`config.mk`:
```
export PLATFORM = sky130hd
export DESIGN_NAME = uart_rx_datapath
export DESIGN_NICKNAME = d
export VERILOG_FILES = /design/src/rtl/uart_pkg.sv /design/src/rtl/uart_sync.sv /design/src/rtl/uart_rx_datapath.sv
export SDC_FILE = /design/constraint.sdc
export NUM_CORES = 1
export LEC_CHECK = 0
export ABC_CLOCK_PERIOD_IN_PS = 3600
export BUFFER_PORTS_ARGS = -buffer_cell sky130_fd_sc_hd__buf_4
export CAP_MARGIN = 25
export CORE_ASPECT_RATIO = 1.2
export CORE_MARGIN = 5
export CORE_UTILIZATION = 46
export CTS_BUF_LIST = sky130_fd_sc_hd__clkbuf_2 sky130_fd_sc_hd__clkbuf_4 sky130_fd_sc_hd__clkbuf_8
export CTS_CLUSTER_DIAMETER = 200
export DETAILED_ROUTE_END_ITERATION = 16
export PLACE_DENSITY = 0.75
export SYNTH_ARGS = -nofsm -noshare
export SYNTH_HDL_FRONTEND = slang
export SYNTH_HIERARCHICAL = 1
export SYNTH_SLANG_ARGS = --single-unit
export TNS_END_PERCENT = 100
```
`constraint.sdc`:
```
create_clock -name clk -period 3.6 [get_ports clk]
set_clock_uncertainty 0.05 [all_clocks]
set_input_delay 0.36 -clock clk [delete_from_list [all_inputs] [get_ports clk]]
set_output_delay 0.36 -clock clk [all_outputs]
set_load 0.01 [all_outputs]
```
`src/rtl/uart_pkg.sv`:
```
// Shared definitions for the UART receiver: uart_fsm status encodings and
// the default frame timing.
package uart_pkg;

    typedef enum logic [2:0] {
        ST_IDLE        = 3'd0,
        ST_START       = 3'd1,
        ST_START_CHECK = 3'd2,
        ST_READ        = 3'd3,
        ST_STOP        = 3'd4
    } uart_status_e;

    // 50 MHz system clock, 31250 baud MIDI line.
    localparam int unsigned BAUD_DIV_DEFAULT  = 1600;
    localparam int unsigned DATA_BITS_DEFAULT = 8;

endpackage

```
`src/rtl/uart_sync.sv`:
```
// Two-flop synchroniser for the asynchronous serial line. Both flops preset
// to 1 so the line reads as idle straight out of reset.
module uart_sync (
    input  logic clk,
    input  logic clr,
    input  logic d,
    output logic q
);

    logic meta_d, meta_q;
    logic sync_d, sync_q;

    always_comb begin
        meta_d = d;
        sync_d = meta_q;
    end

    // NOTE: non-blocking assignments keep the two stages a real two-cycle delay.
    always_ff @(posedge clk or posedge clr) begin
        if (clr) begin
            meta_q <= 1'b1;
            sync_q <= 1'b1;
        end else begin
            meta_q <= meta_d;
            sync_q <= sync_d;
        end
    end

    assign q = sync_q;

endmodule

```
`src/rtl/uart_rx_datapath.sv`:
```
// Timing and data half of the UART receiver: baud counting, strobes for the
// uart_fsm, LSB-first shifting and the byte / framing-error outputs.
module uart_rx_datapath
    import uart_pkg::*;
#(
    parameter int unsigned BAUD_DIV  = BAUD_DIV_DEFAULT,
    parameter int unsigned DATA_BITS = DATA_BITS_DEFAULT
) (
    input  logic                 clk,
    input  logic                 clr,
    input  logic                 ce,
    input  logic                 rx,
    input  logic [2:0]           status,
    output logic                 rx_sync,
    output logic                 hb,
    output logic                 bd,
    output logic                 lb,
    output logic [DATA_BITS-1:0] data,
    output logic                 valid,
    output logic                 frame_err
);

    localparam int CNT_W = $clog2(BAUD_DIV);
    localparam int IDX_W = (DATA_BITS > 1) ? $clog2(DATA_BITS) : 1;

    localparam logic [CNT_W-1:0] CNT_HALF = CNT_W'(BAUD_DIV / 2 - 1);
    localparam logic [CNT_W-1:0] CNT_FULL = CNT_W'(BAUD_DIV - 1);
    localparam logic [IDX_W-1:0] IDX_LAST = IDX_W'(DATA_BITS - 1);

    logic [CNT_W-1:0]     cnt_d, cnt_q;
    logic [IDX_W-1:0]     bit_idx_d, bit_idx_q;
    logic [DATA_BITS-1:0] shift_d, shift_q;
    logic [DATA_BITS-1:0] data_d, data_q;
    logic                 valid_d, valid_q;
    logic                 frame_err_d, frame_err_q;

    logic in_start, in_read, in_stop;

    uart_sync u_sync (
        .clk (clk),
        .clr (clr),
        .d   (rx),
        .q   (rx_sync)
    );

    assign in_start = (status == ST_START);
    assign in_read  = (status == ST_READ);
    assign in_stop  = (status == ST_STOP);

    // Strobes are qualified by ce so the FSM sees exactly one per counted step.
    assign hb = ~clr & ce & in_start & (cnt_q == CNT_HALF);
    assign bd = ~clr & ce & (in_read | in_stop) & (cnt_q == CNT_FULL);
    assign lb = bd & in_read & (bit_idx_q == IDX_LAST);

    // NOTE: every output gets a default first, so no path can infer a latch.
    always_comb begin
        cnt_d       = cnt_q;
        bit_idx_d   = bit_idx_q;
        shift_d     = shift_q;
        data_d      = data_q;
        valid_d     = 1'b0;
        frame_err_d = 1'b0;

        if (ce) begin
            case (status)
                ST_START: begin
                    cnt_d     = hb ? '0 : cnt_q + CNT_W'(1);
                    bit_idx_d = '0;
                end
                ST_START_CHECK: begin
                    cnt_d     = '0;
                    bit_idx_d = '0;
                end
                ST_READ: begin
                    if (bd) begin
                        cnt_d     = '0;
                        shift_d   = {rx_sync, shift_q[DATA_BITS-1:1]};
                        bit_idx_d = bit_idx_q + IDX_W'(1);
                    end else begin
                        cnt_d = cnt_q + CNT_W'(1);
                    end
                end
                ST_STOP: begin
                    bit_idx_d = '0;
                    if (bd) begin
                        cnt_d = '0;
                        if (rx_sync) begin
                            data_d  = shift_q;
                            valid_d = 1'b1;
                        end else begin
                            frame_err_d = 1'b1;
                        end
                    end else begin
                        cnt_d = cnt_q + CNT_W'(1);
                    end
                end
                default: begin
                    cnt_d     = '0;
                    bit_idx_d = '0;
                end
            endcase
        end
    end

    // NOTE: the shift register is reset too; clr mid-frame must not leak stale bits.
    always_ff @(posedge clk or posedge clr) begin
        if (clr) begin
            cnt_q       <= '0;
            bit_idx_q   <= '0;
            shift_q     <= '0;
            data_q      <= '0;
            valid_q     <= 1'b0;
            frame_err_q <= 1'b0;
        end else begin
            cnt_q       <= cnt_d;
            bit_idx_q   <= bit_idx_d;
            shift_q     <= shift_d;
            data_q      <= data_d;
            valid_q     <= valid_d;
            frame_err_q <= frame_err_d;
        end
    end

    assign data      = data_q;
    assign valid     = valid_q;
    assign frame_err = frame_err_q;

endmodule

```
==> metrics.yaml, run 1 <==
path_buf_inv: 1
path_cells: "ha_1 -> and3_1 -> nand4_1 -> nor3_1 -> buf_4"
antenna_cells: 0
drv_slew: 0
fmax_mhz: 454
clock_latency_ps: 280
ys_types: 30
regArea_um2: 853
rsz0062_at_grt: "no"
gp_congestion: 0.840
endpoint: "lb"
finalPower_uw: 743
syn2layout_area_growth_pct: 17.2
grt_overflow_total: 0
fin_nets: 159
core-area_mm2: 0.00334
syn-instance-count: 125
routed_via_density: 5.38
drc: 0
status: "completed"
min_period_over_period_pct: 61.2
cp_slowest_stage_delay_ps: 390
cts_root_buffer: "clkbuf_8"
clkSlewWorstSetupHoldPaths_ps: 70
rrSetupSlack_ps: 1420
ff2ff_path_depth: 5
r2r-end: "cnt_q[6]"
antenna_found_initial: 0
critPathMaxFanout: 6
multi_input_area_um2: 674
worst-endpoint-required_ps: 3190
crit_cells: 5
grt_start_max_net_pins: 22
grt_pass1_vias: 1044
rr_startpoint: "cnt_q[0]"
endpoint_kind: "primary output"
arrival_ps: 1790
cts_buffer_depth: 2
num_rows: 23
ios: 21
dp_hpwl_mm: 2.23
ir_drop_uv: 229
max-slew-margin-rel_pct: 47.3
ant_nets: 0
fin_hold_ws_ps: 66.7
final_layout_size_suffix_gt1_share_pct: 36.0
p_leak_nw: 0.906
wl_per_cell_um: 16.1
cap_viol_max_count: 0
synth-seq-area-share_pct: 53.6
via_count: 1006
tightest_slew_ps: 791
cts_hold_buf: 0
netlist.area_leader.share_pct: 50.3
hold_viol: 0
setup_tns_ps: 0
fin_crit_ps: 2200
syn_avg_cell_area_um2: 12.7
initial_core_util_pct: 47.7
wirelength_mm: 3.01
cts_setup_buffers: 0
htree_levels: 2
yosysWarnings: 6
syn_area_mm2: 0.00159
slowest_stage: "dfrtp_1"
clkSinkCount: 34
cts_made_buffers: 5
cts_tree: "built"
synth_seq_cells: 34
synth_largest_area_cell: "dfrtp_1"
grt_pass1_wl_mm: 5.11
first_pass_iters: 5
setup_slack_ps: 1400
cellPowerDensity_mw_per_mm2: 398
drtIter0Drc: 46
synthTopCellsByArea: "dfrtp_1, mux2_4, mux2_2"
fillers: 298
setup_violations: 0
startpoint_type: "flip-flop"
cts_resized: 0
die_w_um: 63.7
finalInstanceArea_mm2: 0.00187
track_usage_pct: 14.2
hold_path_class: "in -> async"
worstSetupStartpoint: "cnt_q[0]"
pre_cts_ws_ps: 1420
crit_type: "reg -> out"
design.die.area_mm2: 0.00474
cp_top_family: "simple AND/OR/NAND/NOR gates"
synth_fp_nets: 135
numPortBuffers: 20
die_h_um: 74.4
dpl_cell_area_mm2: 0.00177
[registers in the layout (all words and copies together), names as in the netlist]
signal         count
shift_q            8
frame_err          1
valid              1
u_sync/meta_q      1
cnt_q             11
data               8
u_sync/q           1
bit_idx_q          3
[worst min-delay path by stage]
| stage | startpoint | endpoint | slack, ps | cells past startpoint |
|---|---|---|---|---|
| final | clr | u_sync/meta_q | 70 | 2 |
| after global routing | clr | u_sync/meta_q | 70 | 2 |
| after floorplan | clr | u_sync/meta_q | 220 | 1 |
| after CTS | clr | u_sync/meta_q | 60 | 2 |
| after global placement | u_sync/meta_q | u_sync/q | 300 | 0 |
| after detailed placement | u_sync/meta_q | u_sync/q | 300 | 0 |
[through the flow]
stage          instances  utilization, %
2_1_floorplan        125               -
3_3_place_gp         178            52.2
3_5_place_dp         179            53.0
4_1_cts              187            55.9
5_1_grt              187            55.9
6_report             187            55.9
[metal layers]
metal  global-route usage, %  part of all wire (%)  routed length, um
met1                    17.1                    44               1310
met2                    23.7                    50               1490
met3                    5.44                   5.6                168
met4                    4.16                   1.1                 33
met5                       0                     0                  0
[kinds of logic (layout without fill, tap and decap cells)]
group / count (synthesis) / in the layout / synth area share, %
xor+xnor: 10 / 10 / 5.50
mux: 18 / 18 / 14.5
fa+ha+maj: 3 / 3 / 2.36
compound gates: 6 / 6 / 3.46
simple gates: 45 / 45 / 16.5
buf+inv: 9 / 34 / 4.01
flops: 34 / 34 / 53.6
[placed cells by master (no fill, tap or decap), types with 3 or more instances in the layout]
master    synthesis  final
nor2_1           16     16
clkbuf_8          0      6
xnor2_1           6      6
inv_1             5      5
buf_4             0     20
mux2_4            8      8
ha_1              3      3
mux2_2            9      9
dfrtp_1          32     32
nor3_1            3      3
xor2_1            4      4
nand4_1           5      5
nand2_1           7      7
[synth_stat cells]
library cell / number
nor4b_2: 1
and4b_1: 1
nand4_1: 5
nor3b_1: 1
a31o_1: 1
xnor2_1: 6
a221oi_2: 1
mux2_4: 8
a21oi_1: 1
mux2_2: 9
nor2_1: 16
nor2b_1: 1
nor2_4: 2
xor2_1: 4
buf_6: 4
and3b_1: 1
nor3_1: 3
dfstp_2: 2
a22o_1: 2
o2111ai_1: 1
nor4_1: 1
nor3_2: 1
inv_1: 5
nand4_4: 1
nand3_1: 2
nand2_1: 7
and3_1: 2
ha_1: 3
dfrtp_1: 32
mux2i_1: 1
[worst reg2reg max path, cell delays in order (launching register included)]
cell	delay [ps]
dfrtp_1	390
ha_1	210
and3_1	320
nand4_4	220
a221oi_2	710
nor2_1	130
[final cells by class]
type	count	area share [%]
Sequential cell	34	45.7
Multi-Input combinational cell	82	36.2
Timing Repair Buffer	21	9.52
Clock buffer	7	4.83
Tap cell	37	2.48
Inverter	5	1.01
Clock inverter	1	0.268
[power breakdown]
part           internal (mW)  switching, mW
registers              0.392        0.00929
clock network          0.162          0.131
logic                 0.0205         0.0283
total                  0.574          0.168
(Power assumes the default switching activity.)
==> run 2: changes to the inputs <==
--- a/config.mk
+++ b/config.mk
@@ -5,7 +5,7 @@
 export SDC_FILE = /design/constraint.sdc
 export NUM_CORES = 1
 export LEC_CHECK = 0
-export ABC_CLOCK_PERIOD_IN_PS = 3600
+export ABC_CLOCK_PERIOD_IN_PS = 2140
 export BUFFER_PORTS_ARGS = -buffer_cell sky130_fd_sc_hd__buf_4
 export CAP_MARGIN = 25
 export CORE_ASPECT_RATIO = 1.2
==> constraint.sdc (replaced) <==
create_clock -name clk -period 2.14 [get_ports clk]
set_clock_uncertainty 0.05 [all_clocks]
set_input_delay 0.214 -clock clk [delete_from_list [all_inputs] [get_ports clk]]
set_output_delay 0.214 -clock clk [all_outputs]
set_load 0.01 [all_outputs]
==> metrics.yaml, run 2 (synthesis results as in run 1) <==
numPortBuffers: 20
status: "completed"
cts_tree: "built"
worstSetupStartpoint: "cnt_q[0]"
layout_commonest_cell: "dfrtp_1"
fillers: 296
setup_violations: 0
startpoint_type: "flip-flop"
ff2ff_path_depth: 5
hold_path_class: "in -> reg"
fin_util_pct: 56.8
die_h_um: 74.4
wl_per_cell_um: 15.4
endpoint: "bd"
setup_slack_ps: 146
cts_buffer_depth: 2
largest_reg_flops: 11
drc: 0
max-slew-margin-rel_pct: 73.5
internal-power_uw: 952
drtIter0Drc: 24
syn2layout_area_growth_pct: 19.1
finalPower_mw: 1.25
power_frac_comb_pct: 6.6
dpl_cell_area_mm2: 0.00177
cts_setup_buffers: 0
grt_pass1_wl_mm: 4.97
core-area_mm2: 0.00334
rr_startpoint: "cnt_q[0]"
wirelength_mm: 2.96
hp-start: "status[0]"
grt_pass1_vias: 1085
mostFrequentLayoutCells: "dfrtp_1, buf_4, nor2_1, mux2_2, mux2_4"
setup_tns_ps: 0
cp_top_family: "simple AND/OR/NAND/NOR gates"
fmax_mhz: 502
cap_viol_max_count: 0
switching_share_pct: 23.6
clkSlewWorstSetupHoldPaths_ps: 70
min_period_over_period_pct: 93.2
ir_drop_uv: 546
worst-endpoint-required_ps: 1880
drv_slew: 0
top_register: "cnt_q"
critPathMaxFanout: 6
rrSetupSlack_ps: 270
cellPowerDensity_mw_per_mm2: 657
grt_overflow_total: 0
hold_viol: 0
cts_made_buffers: 5
ant_nets: 0
cp_slowest_stage_delay_ps: 380
rsz0062_at_grt: "no"
via_count: 1035
clock_latency_ps: 280
pre_cts_ws_ps: 188
design.die.area_mm2: 0.00474
path_cells: "ha_1 -> and3_2 -> nand4_4 -> a21oi_1 -> buf_4"
antenna_cells: 0
crit_cells: 5
endpoint_kind: "primary output"
antenna_found_initial: 0
r2r-end: "data[6]"
dp_hpwl_mm: 2.16
fin_crit_ps: 1990
routed_via_density: 5.39
htree_levels: 2
clkSinkCount: 34
crit_type: "reg -> out"
final_layout_size_suffix_gt1_share_pct: 37.4
power.share.clock_pct: 39.3
num_rows: 23
ios: 21
cts_root_buffer: "clkbuf_8"
die_w_um: 63.7
gp_congestion: 0.832
path_buf_inv: 1
track_usage_pct: 13.8
power.switching_uw: 294
grt_start_max_net_pins: 33
fin_nets: 164
seqPwrFrac_pct: 54.1
arrival_ps: 1730
finalInstanceArea_mm2: 0.00190
p_leak_nw: 0.917
tightest_slew_ps: 398
initial_core_util_pct: 47.7
slowest_stage: "dfrtp_1"
first_pass_iters: 4
-- run 2: layout make-up --
type	instances	area (um2)	area share, %
clock buffers	6	82.6	4.36
clock inverters	2	12.5	0.660
inverters	5	18.8	0.990
multi-input cells	82	682	36.0
flip-flops and latches	34	853	45.0
well taps	37	46.3	2.44
repair buffers	26	200	10.6
-- run 2: per-layer routing --
metal  track usage [%]  wire length (um)  part of all wire [%]
met2              21.2              1430                    48
met4              8.31                66                   2.2
met1              16.6              1280                    43
met5                 0                 0                     0
met3              4.98               178                   6.0
-- run 2: worst min-delay path by stage --
stage,cells after the start,end
2_1_floorplan,1,u_sync/meta_q
3_3_place_gp,2,u_sync/meta_q
3_5_place_dp,2,u_sync/meta_q
4_1_cts,4,frame_err
5_1_grt,4,frame_err
6_report,4,frame_err
-- run 2: stage by stage --
stage / hold slack, ps / instances
after global placement: 228 / 182
after global routing: 198 / 192
final: 185 / 192
after CTS: 170 / 192
after floorplan: 75.5 / 125
after detailed placement: 233 / 182
-- run 2: power groups by stage --
| stage | logic [mW] | registers [mW] | clock network [mW] |
|---|---|---|---|
| finish | 0.0819 | 0.674 | 0.490 |
| global route | 0.0917 | 0.675 | 0.539 |
| CTS | 0.0832 | 0.674 | 0.506 |
| detailed placement | 0.0795 | 0.686 | 0 |
| global placement | 0.0736 | 0.685 | 0 |
| floorplan | 0.0538 | 0.683 | 0 |
-- run 2: worst min-delay path, cell delays in order --
cell     delay [ps]
buf_4            90
nor3b_1          70
inv_1            70
nor4_1           50
-- run 2: timing repair --
action                                  4_1_cts  5_1_grt
gates resized for setup                       0        2
hold buffers                                  2        0
hold endpoints to repair                     35        0
endpoints found under the setup margin        0        1
